### config.mk
export PLATFORM = sky130hd
export DESIGN_NAME = dffr_pipe_hs
export DESIGN_NICKNAME = d
export VERILOG_FILES = /design/src/rtl/ff_pkg.sv /design/src/rtl/skid_stage.sv /design/src/rtl/dffr_pipe_hs.sv
export SDC_FILE = /design/constraint.sdc
export NUM_CORES = 1
export LEC_CHECK = 0
export CAP_MARGIN = 10
export CORE_AREA = 2 2 39 41
export CTS_CLUSTER_DIAMETER = 120
export DETAILED_ROUTE_END_ITERATION = 8
export DIE_AREA = 0 0 41 43
export SLEW_MARGIN = 20
export SYNTH_ARGS = -nofsm -noshare
export SYNTH_HDL_FRONTEND = slang
export SYNTH_SLANG_ARGS = --single-unit
### constraint.sdc
create_clock -name clk -period 1.65 [get_ports clk]
set_input_delay 0.165 -clock clk [delete_from_list [all_inputs] [get_ports clk]]
set_output_delay 0.165 -clock clk [all_outputs]
set_load 0.01 [all_outputs]
### src/rtl/ff_pkg.sv
// Shared helpers for the elastic pipeline register: a ceiling log2 and the
// width of the occupancy counter.
package ff_pkg;

  // Number of bits needed to represent values 0 .. value-1.
  function automatic int clog2(input int value);
    int res;
    res = 0;
    while ((1 << res) < value) res++;
    return res;
  endfunction

  // Occupancy ranges over 0 .. 2*stages (a main and a skid entry per stage).
  function automatic int count_w(input int stages);
    return clog2(2 * stages + 1);
  endfunction

endpackage

### src/rtl/skid_stage.sv
// One elastic stage: a main entry that drives the downstream side and a skid
// entry that catches the beat arriving in the cycle the downstream stalls.
// Handshake: a beat moves on a rising edge where valid and ready are both
// high; a producer holds valid and data stable until it sees ready.
// up_ready comes straight from the skid flag, so ready is always registered.
module skid_stage
  import ff_pkg::*;
#(
  parameter int WIDTH    = 1,
  parameter bit RST_DATA = 1'b0
) (
  input  logic             clk,
  input  logic             r,
  input  logic             flush,
  input  logic             up_valid,
  output logic             up_ready,
  input  logic [WIDTH-1:0] up_data,
  output logic             dn_valid,
  input  logic             dn_ready,
  output logic [WIDTH-1:0] dn_data
);

  logic             mv_q, mv_d;
  logic             sv_q, sv_d;
  logic [WIDTH-1:0] md_q, md_d;
  logic [WIDTH-1:0] sd_q, sd_d;
  logic             u_fire;

  assign up_ready = ~sv_q;
  assign dn_valid = mv_q;
  assign dn_data  = md_q;

  // Next-state: refill main from skid first, otherwise from the input; park an
  // incoming beat in the skid only while main is blocked downstream.
  always_comb begin
    u_fire = up_valid & ~sv_q;
    mv_d   = mv_q;
    sv_d   = sv_q;
    md_d   = md_q;
    sd_d   = sd_q;
    if (!mv_q || dn_ready) begin
      if (sv_q) begin
        mv_d = 1'b1;
        md_d = sd_q;
        sv_d = 1'b0;
      end else begin
        mv_d = u_fire;
        if (u_fire) md_d = up_data;
      end
    end else if (u_fire) begin
      sv_d = 1'b1;
      sd_d = up_data;
    end
  end

  // Valid bits: reset and flush both empty the stage.
  always_ff @(posedge clk) begin
    if (r || flush) begin
      mv_q <= 1'b0;
      sv_q <= 1'b0;
    end else begin
      mv_q <= mv_d;
      sv_q <= sv_d;
    end
  end

  // Data registers: cleared by reset only when requested, never by flush.
  generate
    if (RST_DATA) begin : g_data_rst
      always_ff @(posedge clk) begin
        if (r) begin
          md_q <= '0;
          sd_q <= '0;
        end else begin
          md_q <= md_d;
          sd_q <= sd_d;
        end
      end
    end else begin : g_data_norst
      always_ff @(posedge clk) begin
        md_q <= md_d;
        sd_q <= sd_d;
      end
    end
  endgenerate

endmodule

### src/rtl/dffr_pipe_hs.sv
// Elastic pipeline register: STAGES skid stages chained input to output, with
// flush-to-bubble and an occupancy count of the beats held across all stages.
// Handshake: a beat moves on a rising edge where valid and ready are both
// high; a producer holds valid and data stable until it sees ready.
module dffr_pipe_hs
  import ff_pkg::*;
#(
  parameter int WIDTH    = 1,
  parameter int STAGES   = 1,
  parameter bit RST_DATA = 1'b0
) (
  input  logic                          clk,
  input  logic                          r,
  input  logic                          flush,
  input  logic                          in_valid,
  output logic                          in_ready,
  input  logic [WIDTH-1:0]              in_data,
  output logic                          out_valid,
  input  logic                          out_ready,
  output logic [WIDTH-1:0]              out_data,
  output logic [count_w(STAGES)-1:0]    count
);

  localparam int CW = count_w(STAGES);

  // Link i connects stage i-1 (or the input port) to stage i (or the output).
  logic             stage_valid [STAGES+1];
  logic             stage_ready [STAGES+1];
  logic [WIDTH-1:0] stage_data  [STAGES+1];

  logic [CW-1:0]    count_q, count_d;
  logic             in_fire, out_fire;

  assign stage_valid[0]      = in_valid;
  assign stage_data[0]       = in_data;
  assign in_ready            = stage_ready[0];
  assign out_valid           = stage_valid[STAGES];
  assign out_data            = stage_data[STAGES];
  assign stage_ready[STAGES] = out_ready;

  genvar gi;
  generate
    for (gi = 0; gi < STAGES; gi++) begin : g_stage
      skid_stage #(
        .WIDTH    (WIDTH),
        .RST_DATA (RST_DATA)
      ) u_stage (
        .clk      (clk),
        .r        (r),
        .flush    (flush),
        .up_valid (stage_valid[gi]),
        .up_ready (stage_ready[gi]),
        .up_data  (stage_data[gi]),
        .dn_valid (stage_valid[gi+1]),
        .dn_ready (stage_ready[gi+1]),
        .dn_data  (stage_data[gi+1])
      );
    end
  endgenerate

  assign in_fire  = in_valid & in_ready;
  assign out_fire = out_valid & out_ready;
  assign count    = count_q;

  // Occupancy: +1 per accepted beat, -1 per delivered beat, net zero for both.
  always_comb begin
    count_d = count_q;
    if (in_fire && !out_fire) count_d = count_q + CW'(1);
    else if (!in_fire && out_fire) count_d = count_q - CW'(1);
  end

  // Occupancy register: cleared together with the valid bits.
  always_ff @(posedge clk) begin
    if (r || flush) count_q <= '0;
    else            count_q <= count_d;
  end

endmodule
==> metrics.md, run 1 <==
| Metric | Value |
|---|---|
| Status | `complete, no violations` |
| Simple-gate share of the synthesized area | `0.190` |
| Setup TNS | `0 ps` |
| Hold Crit Start | `count[1]$_SDFFE_PP0P_` |
| Adder-Cell Fraction of Synth Area | `0.0488` |
| Cell Area, Synth | `roughly 260 µm²` |
| CTS Hold Buffers Added | `0` |
| Post-Synthesis Cells | `24` |
| Area growth from synthesis to layout | `62.9%` |
| Slew HR | `0.863` |
| RSZ-0062 raised after global routing | `false` |
| R2R setup slack | `~280 ps` |
| Static Leak | `0.000158 µW` |
| WHS Path Cells | `2` |
| Port Buffer Count | `10` |
| CP Data Required Time | `~1800 ps` |
| Total Wirelength | `450 µm` |
| Count of pins over their slew limit | `0` |
| Period utilization | `0.831` |
| Initial DRT Pass Iterations | `3` |
| Die Ht | `approximately 43 µm` |
| XOR/XNOR Fraction of Synth Area | `0.0683` |
| Worst Clk Skew | `8.68 ps` |
| Number of cells on the worst reg-to-reg path | `4` |
| Final setup fails | `0` |
| Clock Pin Slew Worst Setup and Hold Paths | `~50 ps` |
| Most frequent cell after synthesis | `dfxtp_1` |
| Overflow after GRT | `0` |
| Vias in the first global route | `175` |
| CP Max Fanout | `2` |
| Max clock buf depth | `2` |
| Final hold viol count | `0` |
| Initial cell density of the core | `0.185` |
| FF+latch count, synth | `6` |
| Pin slew with the least headroom to its limit | `206 ps` |
| Post-layout minimum cycle time | `1370 ps` |
| Synth Flop Type | `dfxtp_1` |
| Setup CP Type | `primary input to register` |
| Antenna Nets Post-Route | `0` |
| Total track usage | `0.0664` |
| Die area | `~0.0018 mm²` |
| Die Wd | `just over 40 µm` |
| Routed via count | `220` |
| Async SR Flop Fraction | `0` |
| Max frequency | `between 700 and 800 MHz` |
| Mux share of post-synthesis cell area | `0.0439` |
| Layout cells sized above 1 | `0.175` |
| Top-area cell type share of the netlist area | `0.312` |
| Avg Cell Area, Syn | `around 11 µm²` |
| Critical register-to-register path startpoint | `g_stage[0].u_stage.sv_q$_SDFFE_PP0P_` |
| Routed wire per std cell | `about 8.0 µm` |
| Cells taking the most area after synthesis | `dfxtp_1 (31%), edfxtp_1 (23%), xor2_1 (6.8%)` |
| DRC violations left | `0` |
| Largest family of logic cells by synthesized area | `simple AND/OR/NAND/NOR gates` |
| Largest net degree at the start of global routing | `7` |
| CTS tree | `done` |
| RR Endpoint | `count[1]$_SDFFE_PP0P_` |
| Library cells used by synthesis | `17` |
| Latest clock arrival within the worst-skew pair | `250 ps` |
| CP endpoint kind | `register` |
| Worst hold path class | `register to register` |
| Setup bufs post-CTS | `0` |
| First-pass GRT wire length | `696 µm` |
| Row Count | `14` |
| Layout Nets | `48` |
| DR iter-0 viols | `1` |
| EDFF count, synth | `2` |
| H-tree levels | `1` |
| Pwr dens | `between 800 and 900 mW/mm²` |
| Maxcap violations | `0` |
| Worst Hold End | `count[1]$_SDFFE_PP0P_` |
| Root buf cell | `clkbuf_4` |
| Compound-Gate Fraction of Synth Area | `0.0878` |
| Synth top cells by count | `dfxtp_1 (4), a21oi_1 (2), edfxtp_1 (2), nor2_1 (2), xor2_1 (2)` |
| Crit path launch type | `primary input` |
| Largest area contributor in the netlist | `dfxtp_1` |
| Fin worst setup slack | `between 200 and 300 ps` |
| Initial antenna violation count | `0` |
| Gp weighted congestion | `0.692` |
| CP arrival | `between 1500 and 2000 ps` |
| PostCTS Resize Cnt | `0` |
| Yosys warning count | `0` |
| Vias/cell | `approximately 3.9` |
| Total CTS buffers | `3` |
| Worst VDD drop | `around 330 µV` |
| Pre-CTS setup slack | `between 20 and 25 ps` |
| Count of clock tree sinks | `6` |
| Sequential area share after synthesis | `0.546` |
| HPWL after DPL | `between 300 and 400 µm` |
| # IOs | `11` |
| Synth Net Count | `31` |
| Core Box Area | `roughly 0.0014 mm²` |
| N_diodes | `0` |
## cells in the final DEF, fill, tap and decap left out
master	n
or2_2	1
nor3_1	1
nand2_1	1
or3_1	1
mux2_2	1
edfxtp_1	2
clkdlybuf4s50_1	10
clkbuf_1	1
dfxtp_1	4
nand2b_1	1
nor3b_1	1
o21ai_0	1
a21oi_1	2
buf_4	2
nor2_1	2
clkbuf_4	3
xor2_1	2
ha_1	1
inv_1	1
o21a_1	1
nor2b_1	1
## critical path, cell delays in order
cell and delay (ps):
clkdlybuf4s50_1 420, nor2b_1 140, ha_1 300, or3_1 380
a21oi_1 150
## how the worst max path moves through the flow
| stage | startpoint | endpoint |
|---|---|---|
| global route | g_stage[0].u_stage.sv_q$_SDFFE_PP0P_ | count[1]$_SDFFE_PP0P_ |
| finish | in_valid | count[1]$_SDFFE_PP0P_ |
| floorplan | g_stage[0].u_stage.sv_q$_SDFFE_PP0P_ | count[1]$_SDFFE_PP0P_ |
| global placement | in_valid | count[1]$_SDFFE_PP0P_ |
| CTS | g_stage[0].u_stage.sv_q$_SDFFE_PP0P_ | count[1]$_SDFFE_PP0P_ |
| detailed placement | in_valid | count[1]$_SDFFE_PP0P_ |
## per-stage QoR
step	std cells	instance area (µm²)	hold WS, ps	total power [µW]	util
2_1_floorplan	24	256	264	187	-
3_3_place_gp	52	392	481	217	0.283
3_5_place_dp	52	392	487	218	0.283
4_1_cts	56	418	494	373	0.302
5_1_grt	56	418	509	389	0.302
6_report	56	418	498	361	0.302
## where the power goes
part	internal (µW)	switching [µW]	total, µW
combinational	33.8	18.2	52.0
clock	91.7	54.6	146
sequential	159	3.73	163
## area by class of cell
type / count / area [µm²]
fillers: 145 / 966
flip-flops and latches: 6 / 140
repair buffers: 12 / 115
multi-input cells: 17 / 113
clock buffers: 4 / 26.3
well taps: 16 / 20.0
inverters: 1 / 3.75
## state kept, by name, indices dropped and copies added, names as in the netlist
signal / cells
g_stage.u_stage.sd_q: 1
g_stage.u_stage.dn_valid: 1
g_stage.u_stage.dn_data: 1
count: 2
g_stage.u_stage.sv_q: 1
## kinds of logic (layout without fill, tap and decap cells)
logic type / after synthesis / in the layout
buffers and inverters: 1 / 17
multiplexers: 1 / 1
flip-flops: 6 / 6
XOR/XNOR: 2 / 2
adder cells (fa/ha/maj): 1 / 1
AO/OA/AOI/OAI: 4 / 4
AND/OR/NAND/NOR: 9 / 9
## layer usage
layer / track usage / routed length [µm] / vias to the layer above
met5: 0 / 0 / -
met4: 0.0200 / 0 / 0
met3: 0.0785 / 53 / 0
met2: 0.0688 / 190 / 10
met1: 0.0841 / 206 / 96
li1: - / - / 114
No activity file was read; power rests on OpenSTA's default activity.
==> inputs of run 2 (changes only) <==
==> constraint.sdc (replaced) <==
create_clock -name clk -period 1.4 [get_ports clk]
set_input_delay 0.14 -clock clk [delete_from_list [all_inputs] [get_ports clk]]
set_output_delay 0.14 -clock clk [all_outputs]
set_load 0.01 [all_outputs]
==> metrics.md, run 2 (synthesized netlist as in run 1, its figures left out) <==
| Metric | Value |
|---|---|
| Critical path cell sequence | `clkdlybuf4s50_1 > nor2b_1 > ha_1 > or3_1 > a21oi_1` |
| Static Leak | `0.000161 µW (+2.1%)` |
| Final Core Density | `0.307 (+0.00452)` |
| Comb pwr share | `0.144 (about the same)` |
| Overflow after GRT | `0 (unchanged)` |
| Total Wirelength | `472 µm (+4.9%)` |
| Vias in the first global route | `202 (+15%)` |
| RSZ-0062 raised after global routing | `false` |
| Pre-CTS setup slack | `-197 ps (-221 ps)` |
| Layout Nets | `49 (+2.1%)` |
| Die area | `0.00176 mm² (unchanged)` |
| Cells after DPL | `53 (+1.9%)` |
| Layout filler cell count | `150 (+3.4%)` |
| Max clock buf depth | `2 (unchanged)` |
| First-pass GRT wire length | `772 µm (+11%)` |
| Slew HR | `0.871 (+0.00810)` |
| Worst hold path class | `primary input to register` |
| Commonest cells after routing, fill and taps aside | `clkdlybuf4s50_1 (9), dfxtp_1 (4), clkbuf_4 (3), buf_4 (3)` |
| Setup CP Type | `primary input to register` |
| WHS Path Cells | `1 (-1)` |
| Finished layout cell area | `424 µm² (+1.5%)` |
| Number of cells on the worst reg-to-reg path | `4 (unchanged)` |
| Maxcap violations | `0 (unchanged)` |
| Core Box Area | `0.00138 mm² (unchanged)` |
| DRC violations left | `0 (unchanged)` |
| Final hold viol count | `0 (unchanged)` |
| Internal Power | `336 µW (+18%)` |
| Period utilization | `0.968` |
| Crit path launch type | `primary input` |
| H-tree levels | `1 (unchanged)` |
| Routed wire per std cell | `8.28 µm (+3.0%)` |
| Total CTS buffers | `3 (unchanged)` |
| Final setup fails | `0 (unchanged)` |
| Row Count | `14 (unchanged)` |
| # IOs | `11 (unchanged)` |
| Die Wd | `41 µm (unchanged)` |
| Status | `complete, no violations` |
| Gp weighted congestion | `0.710 (+2.6%)` |
| Pin slew with the least headroom to its limit | `194 ps (-12.1 ps)` |
| N_diodes | `0 (unchanged)` |
| CP arrival | `1540 ps (about the same)` |
| Count of pins over their slew limit | `0 (unchanged)` |
| Post-layout minimum cycle time | `between 1000 and 1500 ps` |
| Slowest Stage Delay on Critical Path | `480 ps (+60 ps)` |
| Routed via count | `222 (+0.91%)` |
| Count of clock tree sinks | `6 (unchanged)` |
| Antenna Nets Post-Route | `0 (unchanged)` |
| Root buf cell | `clkbuf_4` |
| Final Power | `429 µW (+19%)` |
| Psw | `92.7 µW (+21%)` |
| Max frequency | `between 700 and 800 MHz` |
| CP Max Fanout | `2 (unchanged)` |
| Sw Ratio | `0.216 (+0.00439)` |
| Commonest non-fill, non-tap cell in the layout | `clkdlybuf4s50_1` |
| Post-route non-filler standard cell count | `57 (+1.8%)` |
| CP Data Required Time | `1590 ps (-240 ps)` |
| Latest clock arrival within the worst-skew pair | `250 ps (about the same)` |
| Port Buffer Count | `10 (unchanged)` |
| Setup bufs post-CTS | `0 (unchanged)` |
| Multi-input logic area | `113 µm² (unchanged)` |
| DR iter-0 viols | `3 (+2)` |
| Die Ht | `43 µm (unchanged)` |
| Initial antenna violation count | `0 (unchanged)` |
| Worst VDD drop | `542 µV (+64%)` |
| CP endpoint kind | `register` |
| Flip-flop and latch area | `140 µm² (unchanged)` |
| HPWL after DPL | `357 µm (-2.5%)` |
| Fin worst setup slack | `44.6 ps (-235 ps)` |
| Critical path's slowest cell | `clkdlybuf4s50_1` |
| Initial DRT Pass Iterations | `4 (+1)` |
| Clock Power Share | `0.409 (+0.004)` |
| Vias/cell | `3.89 (-0.86%)` |
| Clock Pin Slew Worst Setup and Hold Paths | `50 ps (about the same)` |
| Sequential share of power | `0.447 (-0.004)` |
| Placed Area | `399 µm² (+1.9%)` |
| Total track usage | `0.0727 (+0.00633)` |
| Initial cell density of the core | `0.185 (unchanged)` |
| Area growth from synthesis to layout | `65.4%` |
| Worst Clk Skew | `7.50 ps (-1.18 ps)` |
| CTS tree | `done` |
| Pwr dens | `1010 mW/mm² (+17%)` |
| Layout cells sized above 1 | `0.195 (+0.0201)` |
| Largest net degree at the start of global routing | `6 (-1)` |
| Max FFs per register | `2 (unchanged)` |
[run 2: power groups by stage]
| stage | Sequential, µW | Combinational (µW) | Clock, µW |
|---|---|---|---|
| after global routing | 192 | 67.5 | 205 |
| final | 192 | 61.8 | 175 |
| after CTS | 192 | 63.0 | 187 |
| after floorplan | 198 | 22.6 | 0 |
| after detailed placement | 195 | 62.5 | 0 |
| after global placement | 195 | 61.2 | 0 |
[run 2: path summary, 6_finish.rpt]
| path | start | end | slack [ps] |
|---|---|---|---|
| max | in_valid | count[1]$_SDFFE_PP0P_ | 40 |
| min | in_data | g_stage[0].u_stage.sd_q$_DFFE_PP_ | 480 |
| max reg2reg | g_stage[0].u_stage.sv_q$_SDFFE_PP0P_ | count[1]$_SDFFE_PP0P_ | 150 |
| min reg2reg | count[1]$_SDFFE_PP0P_ | count[1]$_SDFFE_PP0P_ | 480 |
[run 2: final cells by class]
class / count / area share
Tap cell: 16 / 0.0472
Timing Repair Buffer: 13 / 0.286
Clock buffer: 4 / 0.0619
Multi-Input combinational cell: 17 / 0.265
Sequential cell: 6 / 0.330
Inverter: 1 / 0.00885
[run 2: critical path, delay by kind of cell]
kind / cells / cell delay, ps
AO/OA/AOI/OAI: 1 / 130
buffers and inverters: 1 / 480
AND/OR/NAND/NOR: 2 / 530
adder cells (fa/ha/maj): 1 / 250
[run 2: what timing repair did]
item,in CTS,in global routing
endpoints found under the setup margin,1,0
hold buffers,0,0
gates resized for setup,1,0
[run 2: routing by layer]
layer	up-vias	GRT usage	part of all wire
li1	116	-	-
met4	0	0.0200	0
met1	95	0.0820	0.44
met5	-	0	0
met3	0	0.0942	0.15
met2	11	0.0813	0.40
[run 2: stage by stage]
step	TNS [ps]	hold WS, ps
finish	0	477
CTS	0	473
global placement	-242	481
floorplan	0	239
detailed placement	-259	479
global route	0	472
